File: src/rtl/ic1337_bist_pkg.sv
// Shared encodings for the ic1337 BIST controller: FSM states and the
// bit layout of one vector table entry.
package ic1337_bist_pkg;

  typedef enum logic [1:0] {
    IDLE = 2'd0,
    RUN  = 2'd1,
    DONE = 2'd2
  } state_t;

  localparam int STIM_LSB = 0;
  localparam int EXP_LSB  = 3;
  localparam int MASK_LSB = 6;
  localparam int ENTRY_W  = 9;

endpackage

File: src/rtl/ic1337_vec_mem.sv
// Vector table: DEPTH x ENTRY_W register file, one synchronous write port
// and one combinational read port. Contents are deliberately not reset.
module ic1337_vec_mem
  import ic1337_bist_pkg::*;
#(
  parameter int DEPTH = 8,
  parameter int AW    = 3
) (
  input  logic               clk,
  input  logic               we,
  input  logic [AW-1:0]      waddr,
  input  logic [ENTRY_W-1:0] wdata,
  input  logic [AW-1:0]      raddr,
  output logic [ENTRY_W-1:0] rdata
);

  logic [ENTRY_W-1:0] mem [DEPTH];

  always_ff @(posedge clk) begin
    if (we) begin
      mem[waddr] <= wdata;
    end
  end

  assign rdata = mem[raddr];

endmodule

File: src/rtl/ic1337_bist.sv
// Stimulus/self-check controller for the ic1337 circuit: drives table vectors,
// samples Q0/Q1/Z after a settle delay and reports masked mismatches.
module ic1337_bist
  import ic1337_bist_pkg::*;
#(
  parameter int DEPTH  = 8,
  parameter int AW     = 3,
  parameter int SETTLE = 1
) (
  input  logic          clk,
  input  logic          rst_n,
  input  logic          wr_en,
  input  logic [AW-1:0] wr_addr,
  input  logic [8:0]    wr_data,
  input  logic [AW-1:0] num_vec,
  input  logic          start,
  output logic          drv_I0,
  output logic          drv_I1,
  output logic          drv_I2,
  input  logic          dut_Q0,
  input  logic          dut_Q1,
  input  logic          dut_Z,
  output logic          busy,
  output logic          done,
  output logic          pass,
  output logic [AW:0]   err_count,
  output logic [AW-1:0] first_err_idx
);

  state_t             state_reg, state_next;
  logic [AW-1:0]      idx_reg, last_reg, first_reg;
  logic [AW:0]        err_reg;
  logic [2:0]         cnt_reg, drv_reg, exp_reg, mask_reg;
  logic               wr_ok, start_ok, sample, final_sample, mismatch;
  logic [AW-1:0]      rd_addr;
  logic [ENTRY_W-1:0] rd_data, first_entry;

  assign wr_ok = wr_en && (state_reg != RUN);

  // While running, the read port looks one vector ahead so the next stimulus
  // is ready on the sample edge; otherwise it presents entry 0 for a start.
  assign rd_addr = (state_reg == RUN) ? idx_reg + AW'(1) : '0;

  // A write to entry 0 on the start edge must be seen by the run.
  assign first_entry = (wr_ok && (wr_addr == '0)) ? wr_data : rd_data;

  ic1337_vec_mem #(.DEPTH(DEPTH), .AW(AW)) u_mem (
    .clk   (clk),
    .we    (wr_ok),
    .waddr (wr_addr),
    .wdata (wr_data),
    .raddr (rd_addr),
    .rdata (rd_data)
  );

  assign mismatch = |(({dut_Q0, dut_Q1, dut_Z} ^ exp_reg) & mask_reg);

  always_comb begin
    state_next   = state_reg;
    start_ok     = 1'b0;
    sample       = 1'b0;
    final_sample = 1'b0;
    case (state_reg)
      IDLE, DONE: begin
        if (start) begin
          start_ok   = 1'b1;
          state_next = RUN;
        end
      end
      RUN: begin
        if (cnt_reg == 3'(SETTLE)) begin
          sample = 1'b1;
          if (idx_reg == last_reg) begin
            final_sample = 1'b1;
            state_next   = DONE;
          end
        end
      end
      default: state_next = IDLE;
    endcase
  end

  always_ff @(posedge clk) begin
    if (!rst_n) begin
      state_reg <= IDLE;
      idx_reg   <= '0;
      last_reg  <= '0;
      cnt_reg   <= '0;
      drv_reg   <= '0;
      exp_reg   <= '0;
      mask_reg  <= '0;
      err_reg   <= '0;
      first_reg <= '0;
    end else begin
      state_reg <= state_next;
      if (start_ok) begin
        err_reg   <= '0;
        first_reg <= '0;
        idx_reg   <= '0;
        last_reg  <= num_vec;
        cnt_reg   <= '0;
        drv_reg   <= first_entry[STIM_LSB +: 3];
        exp_reg   <= first_entry[EXP_LSB +: 3];
        mask_reg  <= first_entry[MASK_LSB +: 3];
      end else if (sample) begin
        if (mismatch) begin
          err_reg <= err_reg + (AW+1)'(1);
          if (err_reg == '0) begin
            first_reg <= idx_reg;
          end
        end
        if (!final_sample) begin
          idx_reg  <= idx_reg + AW'(1);
          cnt_reg  <= '0;
          drv_reg  <= rd_data[STIM_LSB +: 3];
          exp_reg  <= rd_data[EXP_LSB +: 3];
          mask_reg <= rd_data[MASK_LSB +: 3];
        end
      end else if (state_reg == RUN) begin
        cnt_reg <= cnt_reg + 3'd1;
      end
    end
  end

  assign drv_I0        = drv_reg[0];
  assign drv_I1        = drv_reg[1];
  assign drv_I2        = drv_reg[2];
  assign busy          = (state_reg == RUN);
  assign done          = (state_reg == DONE);
  assign pass          = (state_reg == DONE) && (err_reg == '0);
  assign err_count     = err_reg;
  assign first_err_idx = first_reg;

endmodule

File: config.mk
export PLATFORM = sky130hd
export DESIGN_NAME = ic1337_bist
export DESIGN_NICKNAME = d
export VERILOG_FILES = /design/src/rtl/ic1337_bist_pkg.sv /design/src/rtl/ic1337_vec_mem.sv /design/src/rtl/ic1337_bist.sv
export SDC_FILE = /design/constraint.sdc
export NUM_CORES = 1
export LEC_CHECK = 0
export CAP_MARGIN = 20
export CELL_PAD_IN_SITES_DETAIL_PLACEMENT = 1
export CELL_PAD_IN_SITES_GLOBAL_PLACEMENT = 1
export CORE_MARGIN = 5
export CORE_UTILIZATION = 44
export CTS_BUF_LIST = sky130_fd_sc_hd__clkbuf_4
export DETAILED_ROUTE_END_ITERATION = 8
export PLACE_DENSITY = 0.76
export SKIP_CTS_REPAIR_TIMING = 1
export SLEW_MARGIN = 0
export SYNTH_ARGS = -nofsm -noshare
export SYNTH_HDL_FRONTEND = slang
export SYNTH_SLANG_ARGS = --single-unit
File: constraint.sdc
create_clock -name clk -period 1.85 [get_ports clk]
set_input_delay 0.37 -clock clk [delete_from_list [all_inputs] [get_ports clk]]
set_output_delay 0.37 -clock clk [all_outputs]
set_load 0.02 [all_outputs]
# After elaboration in Yosys (flattened, before gate mapping)
# Memory sizes are Yosys's and may differ from the RTL's.
# Index checks and enable logic that the tools add are counted.
# op_classes
eq_ne,10
muxes,27
reduce_logical,17
n_bitwise,4
n_addsub,3
# ops
op,n
3-bit two-way mux,13
1-bit two-way mux,9
9-bit two-way mux,1
2-bit AND reduction,4
3-bit by 1-bit adder with 3-bit output (second input constant),2
2-bit two-way mux,3
2-bit by 1-bit != test with 1-bit output (second input constant),3
2-bit != test (second input constant),3
3-bit AND reduction,2
4-bit by 1-bit adder with 4-bit output (second input constant),1
4-bit logical NOT,1
2-bit one-hot mux with 2 select lines,1
2-bit nonzero test,2
2-bit OR reduction,2
3-bit bitwise AND,1
3-bit by 1-bit == test with 1-bit output (second input constant),1
3-bit == test,1
1-bit logical AND,3
3-bit logical NOT,1
3-bit OR reduction,1
3-bit XOR,1
2-bit by 1-bit == test with 1-bit output (second input constant),1
2-bit == test (second input constant),1
2-bit logical NOT,1
1-bit inverter,2
# word_totals
out_inout_bits,13
memories,1
ram_bits,72
ff_bits,27
word_cells,71
# mem_list
name,words,width,read_ports,rd_ports_with_merged_regs,wr,line,rtl
u_mem.mem,8,9,1,0,1,ic1337_vec_mem.sv:17,logic [ENTRY_W-1:0] mem [DEPTH];

# Depth between registers and ports, before layout
# Gate-level depths: netlist of run 1.
# logic_depth
depth_word,7
ltp_mapped,9
ltp_nobuf,7

# By module
# From an unflattened synthesis of run 1, not the netlist that was laid out.
# hier_totals
cells_unflattened,268
hier_area_um2,4199.0
# modules_own_cells
module,seq_area_each_um2,area_each_um2,instances,cells_per_inst
ic1337_vec_mem,2162.1,2839.0,1,117
ic1337_bist,540.5,1360.1,1,151

# Worst setup path before layout of run 1
# OpenSTA, ideal clock, no wires.
# synth_path
path_kind,reg2reg
start,register idx_reg[0]
end,register mask_reg[0]
synth_period_minus_slack_ns,2.042
path_stages_with_launch,7
path_slack_ns,-0.192
n_path_buf,1
arrival_time_ns,1.911
required_time_ns,1.719
setup_time_ns,0.131
cell_sequence,dfxtp_1 ha_1 inv_1 buf_1 mux4_2 a211oi_1 o31ai_1
# synth_between
elab_chain_len,6
word_cells_on_any_way,13
# synth_rtl
item,line,rtl
start: declaration,ic1337_bist.sv:31,"logic [AW-1:0] idx_reg, last_reg, first_reg;"
start signal: assignment,ic1337_bist.sv:113,idx_reg <= idx_reg + AW'(1);
3-bit by 1-bit adder with 3-bit output or 3-bit == test (tied branches),"ic1337_bist.sv:42, ic1337_bist.sv:73",
3-bit two-way mux or 1-bit two-way mux (tied branches),"ic1337_bist.sv:42, ic1337_bist.sv:73",
memory read 8 x 9 bit or 1-bit two-way mux (tied branches),-,
3-bit two-way mux or 1-bit two-way mux (tied branches),"ic1337_bist.sv:112, ic1337_bist.sv:63",
3-bit two-way mux or 2-bit != test (tied branches),-,
3-bit two-way mux or 2-bit AND reduction (tied branches),-,
end signal: assignment,ic1337_bist.sv:104,mask_reg <= first_entry[MASK_LSB +: 3];
end signal: assignment,ic1337_bist.sv:117,mask_reg <= rd_data[MASK_LSB +: 3];
end: declaration,ic1337_bist.sv:33,"logic [2:0] cnt_reg, drv_reg, exp_reg, mask_reg;"
# Parallel ways exist; a longest one is shown, timed or not. The select of a mux whose other input is x is not followed.
# A chain may end at the register's enable or synchronous reset.

# Worst setup path in the final report of run 1
# layout_path
start,register idx_reg[0]
end,register drv_reg[2]
# layout_between
elab_chain_len,6
word_cells_on_any_way,13
# layout_rtl
item,line,rtl
3-bit by 1-bit adder with 3-bit output or 3-bit == test (tied branches),"ic1337_bist.sv:42, ic1337_bist.sv:73",
3-bit two-way mux or 1-bit two-way mux (tied branches),"ic1337_bist.sv:42, ic1337_bist.sv:73",
memory read 8 x 9 bit or 1-bit two-way mux (tied branches),-,
3-bit two-way mux or 1-bit two-way mux (tied branches),"ic1337_bist.sv:112, ic1337_bist.sv:63",
3-bit two-way mux or 2-bit != test (tied branches),-,
3-bit two-way mux or 2-bit AND reduction (tied branches),-,
end signal: assignment,ic1337_bist.sv:102,drv_reg <= first_entry[STIM_LSB +: 3];
end signal: assignment,ic1337_bist.sv:115,drv_reg <= rd_data[STIM_LSB +: 3];
end: declaration,ic1337_bist.sv:33,
# Parallel ways exist; a longest one is shown, timed or not. The select of a mux whose other input is x is not followed.

==> flow_summary.yaml, run 1 <==
status:
  status: "complete, but fails checks"
  violations: "setup timing"
critical_path:
  required_ns: 2.19
  path_max_fanout: 6
  ff2ff_path_depth: 9
  path_class: "reg2reg"
  r2r_setup_slack_ns: -0.03
  arrival_ns: 2.22
  r2r-start: "idx_reg[0]"
  r2r_end: "drv_reg[2]"
  endpoint_kind: "register"
  cp-start-kind: "register"
grt:
  grt_max_degree: 47
  grt_pass1_vias: 3145
  gr-total-overflow: 0
  track_usage: 0.190
  antenna_found_initial: 0
  grt_pass1_wl_um: 16700
timing:
  worstMarginPinSlew_ns: 0.394
  min_period_ns: 1.88
  rsz0062_at_grt: "true"
  max-slew-margin-rel: 0.737
  setup_ws_ns: -0.0333
  fmax_mhz: 531
  skew_ns: 0.0109
  final_hold_viol_count: 0
  hold-worst-slack_ns: 0.483
  setup_violations: 1
  period_share: 1.02
  drv_slew: 0
cells_and_area:
  multi_input_area_mm2: 0.00164
  regMostFlops: "u_mem.mem"
  seq_area_mm2: 0.00271
  area.growth.synth_to_final_pct: 27.6
  nFillCells: 985
  insertedDiodeCount: 0
  largest_register_ffs: 72
  drive_above_1_share: 0.251
  nNetsFinal: 437
min_path:
  min_to: "mask_reg[1]"
  hp-start: "mask_reg[1]"
  hold_depth: 2
  hold_path_class: "reg2reg"
yosys:
  synth_commonest_cells: "edfxtp_1, nor2_1, dfxtp_1"
  synth.most_common_cell: "edfxtp_1"
  syn_area_per_cell_um2: 12.7
  synth_top_flop_cell: "edfxtp_1"
  ys_seq_elements: 99
  synth_nets: 362
  synth_top_area_cell: "edfxtp_1"
  synth_seq_area_share: 0.634
  synth-edff-count: 72
  yosysWarnings: 0
  ys_types: 39
  synthTopCellsByArea: "edfxtp_1, dfxtp_1, mux2i_1"
  netlist_area_mm2: 0.00426
  synthCells: 335
  yosysTopAreaCellShare: 0.507
  postSynth.asyncResetShare: 0
cts:
  root_buffer: "clkbuf_4"
  clk_pin_slew_ns: 0.16
  insertion_delay_ns: 0.45
  clockBufferDepth: 2
  cts-htree-levels: 3
  cts-buffers-inserted: 9
  clock-sinks: 99
  tritoncts: "yes"
place:
  hpwl_um: 7470
  post-place-ws_ns: -0.204
  io_buffers: 34
  globalplace.congestion: 0.809
routing:
  drtIter0Drc: 113
  wirelength_um: 11200
  route.detailed.drc: 0
  via_count: 2941
  drtPass1Iterations: 4
  avgViaCountPerCell: 5.38
  drtAntennaViolNets: 0
  wire_per_inst_um: 20.4
power:
  p_per_area_mw_per_mm2: 729
  power.leakage_nw: 1.99
  ir_drop_v: 0.000432
  p_total_w: 0.00397
floorplan:
  die_area_mm2: 0.0118
  rows: 36
  die_x_um: 108
  ioPinCount: 35
  core-area_mm2: 0.00959
  start_util: 0.444
  fp.dieH_um: 108
flow_run:
  maxCapViolCount: 0
-- final cells by class --
class,count,area share
sequential,99,0.498
multi-input combinational,213,0.301
timing repair buffer,81,0.144
tap,133,0.0306
clock buffer,9,0.0124
clock inverter,6,0.00943
inverter,6,0.00529
-- power breakdown --
part	switching [W]	internal [W]	total (W)
logic	0.000243	0.000210	0.000452
clock network	0.000767	0.000285	0.00105
registers	0.0000298	0.00243	0.00246
total	0.00104	0.00293	0.00397
-- layer usage --
metal | wire length, um | up-vias | GRT usage
li1 | - | 1395 | -
met1 | 4760 | 1486 | 0.235
met5 | 0 | - | 0
met4 | 63 | 0 | 0.0559
met2 | 5940 | 54 | 0.334
met3 | 397 | 6 | 0.0382
-- worst max-delay path: stages, from the launching register on --
cell	delay (ns)
dfxtp_4	0.38
ha_4	0.29
nand3b_1	0.09
buf_6	0.15
buf_6	0.13
buf_4	0.14
a211oi_2	0.25
a2111oi_2	0.07
nor3_1	0.17
o31ai_1	0.09
-- cells by family (layout without fill, tap and decap cells) --
kind of cell / Yosys count / count (layout) / synth area share
buffers and inverters: 23 / 102 / 0.0258
DFF: 99 / 99 / 0.634
muxes: 18 / 18 / 0.0511
and+or+nand+nor: 116 / 116 / 0.142
AOI/OAI and AO/OA: 60 / 60 / 0.104
xor gates and xnor gates: 14 / 14 / 0.0288
adders and majority gates: 5 / 5 / 0.0147
-- cells in the final DEF (no fill, tap or decap), types with 7 or more instances in the layout --
cell type,netlist,layout
dfxtp_1,27,24
dlymetal6s2s_1,0,11
nor3_1,10,8
edfxtp_1,72,72
clkdlybuf4s50_1,0,21
o31ai_1,18,18
mux2i_1,15,15
nor2_1,34,33
nand2b_1,17,16
nand2_1,18,17
a211oi_1,15,10
clkbuf_4,0,9
nor2b_1,19,18
buf_4,4,41
xnor2_1,9,7
-- through the flow --
stage | area (um^2) | TNS [ns] | util | instances
2_1_floorplan | 4270 | -0.0359 | - | 335
3_3_place_gp | 5000 | -1.38 | 0.521 | 525
3_5_place_dp | 5000 | -2.61 | 0.521 | 525
4_1_cts | 5120 | -2.56 | 0.534 | 540
5_1_grt | 5440 | -0.579 | 0.567 | 547
6_report | 5440 | -0.0333 | 0.567 | 547
-- worst max-delay path by stage --
stage            startpoint     endpoint  slack [ns]
3_3_place_gp     wr_addr[0]   exp_reg[1]       -0.11
2_1_floorplan    idx_reg[0]  mask_reg[0]       -0.04
6_report         idx_reg[0]   drv_reg[2]       -0.03
3_5_place_dp     wr_addr[0]   drv_reg[0]       -0.20
4_1_cts        state_reg[1]         busy       -0.47
5_1_grt          idx_reg[0]   drv_reg[2]       -0.17
No activity file was read; power rests on OpenSTA's default activity.
==> run 2: changes to the inputs <==
--- a/config.mk
+++ b/config.mk
@@ -5,10 +5,10 @@
 export SDC_FILE = /design/constraint.sdc
 export NUM_CORES = 1
 export LEC_CHECK = 0
-export CAP_MARGIN = 20
+export CAP_MARGIN = 25
 export CELL_PAD_IN_SITES_DETAIL_PLACEMENT = 1
 export CELL_PAD_IN_SITES_GLOBAL_PLACEMENT = 1
-export CORE_MARGIN = 5
+export CORE_MARGIN = 1
 export CORE_UTILIZATION = 44
 export CTS_BUF_LIST = sky130_fd_sc_hd__clkbuf_4
 export DETAILED_ROUTE_END_ITERATION = 8
==> flow_summary.yaml, run 2 (synthesis gave the netlist of run 1 again) <==
critical_path:
  path_class: "reg2reg"
  slowest_stage: "or3_4"
  cp_top_family: "simple AND/OR/NAND/NOR gates"
  endpoint_kind: "register"
  r2r_setup_slack_ns: -0.01
  cp-start-kind: "register"
  r2r_end: "exp_reg[1]"
  required_ns: 2.22
  critPathMaxStageDelay_ns: 0.45
  path_max_fanout: 6
  r2r-start: "idx_reg[0]"
  path_buf_inv: 1
  ff2ff_path_depth: 7
  cp_cell_sequence: "ha_4, xnor2_4, buf_4, or3_4, o22ai_2, nor3_1, o31ai_1"
  arrival_ns: 2.23
cts:
  cts-buffers-inserted: 9
  clockBufferDepth: 2
  tritoncts: "yes"
  clk_pin_slew_ns: 0.16
  clock-sinks: 99
  insertion_delay_ns: 0.45
  cts-htree-levels: 3
  root_buffer: "clkbuf_4"
timing:
  skew_ns: 0.0208
  drv_slew: 0
  max-slew-margin-rel: 0.729
  setup_ws_ns: -0.00955
  final_hold_viol_count: 0
  worstMarginPinSlew_ns: 0.405
  fmax_mhz: 538
  setup_violations: 1
  rsz0062_at_grt: "true"
  period_share: 1.01
  min_period_ns: 1.86
  hold-worst-slack_ns: 0.474
min_path:
  hold_depth: 2
  hold_path_class: "reg2reg"
  min_to: "drv_reg[1]"
  hp-start: "drv_reg[1]"
status:
  status: "complete, but fails checks"
  violations: "setup timing"
routing:
  avgViaCountPerCell: 5.62
  wirelength_um: 11500
  drtPass1Iterations: 4
  route.detailed.drc: 0
  drtIter0Drc: 176
  via_count: 3074
  wire_per_inst_um: 21.0
  drtAntennaViolNets: 0
floorplan:
  start_util: 0.457
  core-area_mm2: 0.00933
  die_area_mm2: 0.0101
  die_x_um: 100
  fp.dieH_um: 100
  ioPinCount: 35
  rows: 35
cells_and_area:
  regMostFlops: "u_mem.mem"
  insertedDiodeCount: 0
  multi_input_area_mm2: 0.00162
  layout_commonest_cell: "edfxtp_1"
  nFillCells: 934
  drive_above_1_share: 0.249
  largest_register_ffs: 72
  layout_common_cells: "edfxtp_1, buf_4, nor2_1, dfxtp_1, clkdlybuf4s50_1"
  nNetsFinal: 441
  seq_area_mm2: 0.00271
  area.growth.synth_to_final_pct: 27.7
  fin_cells: 547
grt:
  antenna_found_initial: 0
  track_usage: 0.233
  grt_max_degree: 28
  grt_pass1_wl_um: 17100
  grt_pass1_vias: 3162
  gr-total-overflow: 0
place:
  hpwl_um: 7510
  io_buffers: 34
  globalplace.congestion: 0.798
  placedCellCount: 527
flow_run:
  maxCapViolCount: 0
power:
  p_total_w: 0.00418
  p_per_area_mw_per_mm2: 768
  power.leakage_nw: 1.97
  ir_drop_v: 0.000559
==> run 2: cell types whose count changed in the layout (fill, tap and decap cells not counted), moves of 2 or more <==
cell / delta
bufinv_16: +2
clkdlybuf4s50_1: +2
dlymetal6s2s_1: -2
xnor2_2: -2
a2111oi_1: +3
buf_4: +5
a211oi_1: -2
clkinvlp_4: -2
a2111oi_2: -4
o22ai_4: -2
==> run 2: tightest hold or removal path, cell delays in order (launching register included) <==
cell	delay (ns)
dfxtp_1	0.34
nand2_1	0.05
o31ai_1	0.05
==> run 2: worst max path at each step <==
stage,start,to,slack [ns],cells after the start
floorplan,idx_reg[0],mask_reg[0],-0.04,6
global placement,wr_addr[0],mask_reg[2],-0.12,6
detailed placement,wr_addr[0],mask_reg[1],-0.18,7
CTS,state_reg[0],busy,-0.45,3
global route,idx_reg[0],exp_reg[1],-0.08,7
finish,idx_reg[0],exp_reg[1],-0.01,7
==> run 2: area by class of cell <==
type,count,share of cell area
Clock buffer,9,0.0124
Clock inverter,6,0.0163
Inverter,6,0.00574
Multi-Input combinational cell,213,0.298
Sequential cell,99,0.498
Tap cell,129,0.0296
Timing Repair Buffer,85,0.140
==> run 2: through the flow <==
stage           util  setup slack, ns  instance area, um^2  TNS [ns]
2_1_floorplan      -          -0.0359                 4270   -0.0359
3_3_place_gp   0.539           -0.124                 5030     -1.33
3_5_place_dp   0.539           -0.175                 5030     -2.12
4_1_cts        0.556           -0.448                 5190     -2.12
5_1_grt        0.584          -0.0750                 5450    -0.473
6_report       0.584         -0.00955                 5450  -0.00955
==> run 2: where the power goes <==
group | total (W) | switching (W) | internal [W]
clock | 0.00127 | 0.000722 | 0.000544
combinational | 0.000448 | 0.000241 | 0.000207
sequential | 0.00247 | 0.0000354 | 0.00243
==> run 2: metal layers <==
metal,vias to the layer above,track usage,routed length [um]
li1,1404,-,-
met1,1560,0.308,4780
met2,92,0.381,5800
met3,18,0.0390,620
met4,0,0.0992,267
met5,-,0,0
==> run 3: changes to the inputs <==
--- a/config.mk
+++ b/config.mk
@@ -9,10 +9,10 @@
 export CELL_PAD_IN_SITES_DETAIL_PLACEMENT = 1
 export CELL_PAD_IN_SITES_GLOBAL_PLACEMENT = 1
 export CORE_MARGIN = 1
-export CORE_UTILIZATION = 44
+export CORE_UTILIZATION = 45
 export CTS_BUF_LIST = sky130_fd_sc_hd__clkbuf_4
 export DETAILED_ROUTE_END_ITERATION = 8
-export PLACE_DENSITY = 0.76
+export PLACE_DENSITY_LB_ADDON = 0.3
 export SKIP_CTS_REPAIR_TIMING = 1
 export SLEW_MARGIN = 0
 export SYNTH_ARGS = -nofsm -noshare
==> constraint.sdc (replaced) <==
create_clock -name clk -period 1.95 [get_ports clk]
set_input_delay 0.39 -clock clk [delete_from_list [all_inputs] [get_ports clk]]
set_output_delay 0.39 -clock clk [all_outputs]
set_load 0.02 [all_outputs]
==> flow_summary.yaml, run 3 (synthesis gave the netlist of run 1 again) <==
min_path:
  hold_path_class: "reg2reg"
  hold_depth: 2
  hp-start: "drv_reg[1]"
  min_to: "drv_reg[1]"
floorplan:
  core-area_mm2: 0.00920
  fp.dieH_um: 99.3
  rows: 35
  die_area_mm2: 0.00987
  die_x_um: 99.3
  ioPinCount: 35
  start_util: 0.464
routing:
  wirelength_um: 10000
  drtAntennaViolNets: 0
  drtIter0Drc: 139
  avgViaCountPerCell: 5.55
  route.detailed.drc: 0
  drtPass1Iterations: 4
  wire_per_inst_um: 19.6
  via_count: 2837
cts:
  insertion_delay_ns: 0.45
  clockBufferDepth: 2
  clock-sinks: 99
  root_buffer: "clkbuf_4"
  tritoncts: "yes"
  cts-buffers-inserted: 9
  clk_pin_slew_ns: 0.18
  cts-htree-levels: 3
critical_path:
  path_class: "reg2reg"
  r2r_setup_slack_ns: 0.07
  path_max_fanout: 16
  arrival_ns: 2.27
  r2r_end: "mask_reg[2]"
  ff2ff_path_depth: 6
  required_ns: 2.33
  r2r-start: "state_reg[1]"
  cp-start-kind: "register"
  endpoint_kind: "register"
place:
  io_buffers: 34
  post-place-ws_ns: -0.120
  globalplace.congestion: 0.775
  placedCellCount: 494
  hpwl_um: 7210
timing:
  setup_violations: 0
  skew_ns: 0.0186
  period_share: 0.967
  drv_slew: 0
  final_hold_viol_count: 0
  min_period_ns: 1.88
  hold-worst-slack_ns: 0.470
  max-slew-margin-rel: 0.597
  rsz0062_at_grt: "true"
  worstMarginPinSlew_ns: 0.602
  tns_ns: 0
  setup_ws_ns: 0.0651
  fmax_mhz: 531
grt:
  track_usage: 0.215
  grt_pass1_vias: 2966
  gr-total-overflow: 0
  grt_pass1_wl_um: 15900
  antenna_found_initial: 0
  grt_max_degree: 41
flow_run:
  maxCapViolCount: 0
power:
  p_per_area_mw_per_mm2: 744
  power.leakage_nw: 1.81
  ir_drop_v: 0.000438
  p_total_w: 0.00387
status:
  status: "finished clean"
cells_and_area:
  drive_above_1_share: 0.183
  largest_register_ffs: 72
  insertedDiodeCount: 0
  layout_commonest_cell: "edfxtp_1"
  nNetsFinal: 422
  regMostFlops: "u_mem.mem"
  layout_common_cells: "edfxtp_1, nor2_1, clkdlybuf4s50_1, buf_4, dfxtp_1"
  fin_cells: 511
  area.growth.synth_to_final_pct: 21.9
==> run 3: changes by cell type in the layout (fill, tap and decap cells not counted), moves of 4 or more <==
| cell | previous run | this run |
|---|---|---|
| buf_4 | 46 | 27 |
| dlymetal6s2s_1 | 9 | 5 |
| inv_8 | 0 | 4 |
| clkdlybuf4s50_1 | 23 | 28 |
| a211oi_1 | 8 | 15 |
| a211oi_2 | 6 | 0 |
==> run 3: metrics by stage <==
| step | area, um^2 | utilization |
|---|---|---|
| detailed placement | 4900 | 0.533 |
| floorplan | 4270 | - |
| finish | 5200 | 0.565 |
| global route | 5200 | 0.565 |
| CTS | 5060 | 0.550 |
| global placement | 4900 | 0.533 |
==> run 3: layer usage <==
layer | wire, um | vias to the layer above | GRT usage
li1 | - | 1369 | -
met1 | 4460 | 1407 | 0.261
met2 | 5140 | 46 | 0.387
met3 | 249 | 15 | 0.0358
met4 | 180 | 0 | 0.0735
met5 | 0 | - | 0
==> run 3: critical path: stages (launching register included) <==
cell      delay [ns]
dfxtp_1         0.36
nand2b_2        0.22
buf_12          0.18
nor2_1          0.49
buf_4           0.23
a211oi_1        0.08
o31ai_1         0.24
==> run 3: worst max-delay path by stage <==
stage / start / slack, ns / end
2_1_floorplan: idx_reg[0] / 0.03 / mask_reg[0]
3_3_place_gp: dut_Q0 / -0.03 / err_count[3]
3_5_place_dp: wr_addr[0] / -0.12 / exp_reg[0]
4_1_cts: state_reg[1] / -0.37 / busy
5_1_grt: idx_reg[0] / -0.04 / mask_reg[2]
6_report: state_reg[1] / 0.07 / mask_reg[2]
==> run 3: area by class of cell <==
cell class | count | area [um^2]
Fill cell | 930 | 4000
Sequential cell | 99 | 2710
Multi-Input combinational cell | 213 | 1550
Timing Repair Buffer | 66 | 624
Tap cell | 111 | 139
Clock inverter | 7 | 86.3
Clock buffer | 9 | 67.6
Inverter | 6 | 28.8
==> run 3: power by group <==
part	leakage [nW]	switching, W	internal, W	total [W]
clock	0.0839	0.000811	0.000329	0.00114
sequential	0.873	0.0000278	0.00231	0.00234
combinational	0.848	0.000215	0.000176	0.000392
total	1.81	0.00105	0.00281	0.00387
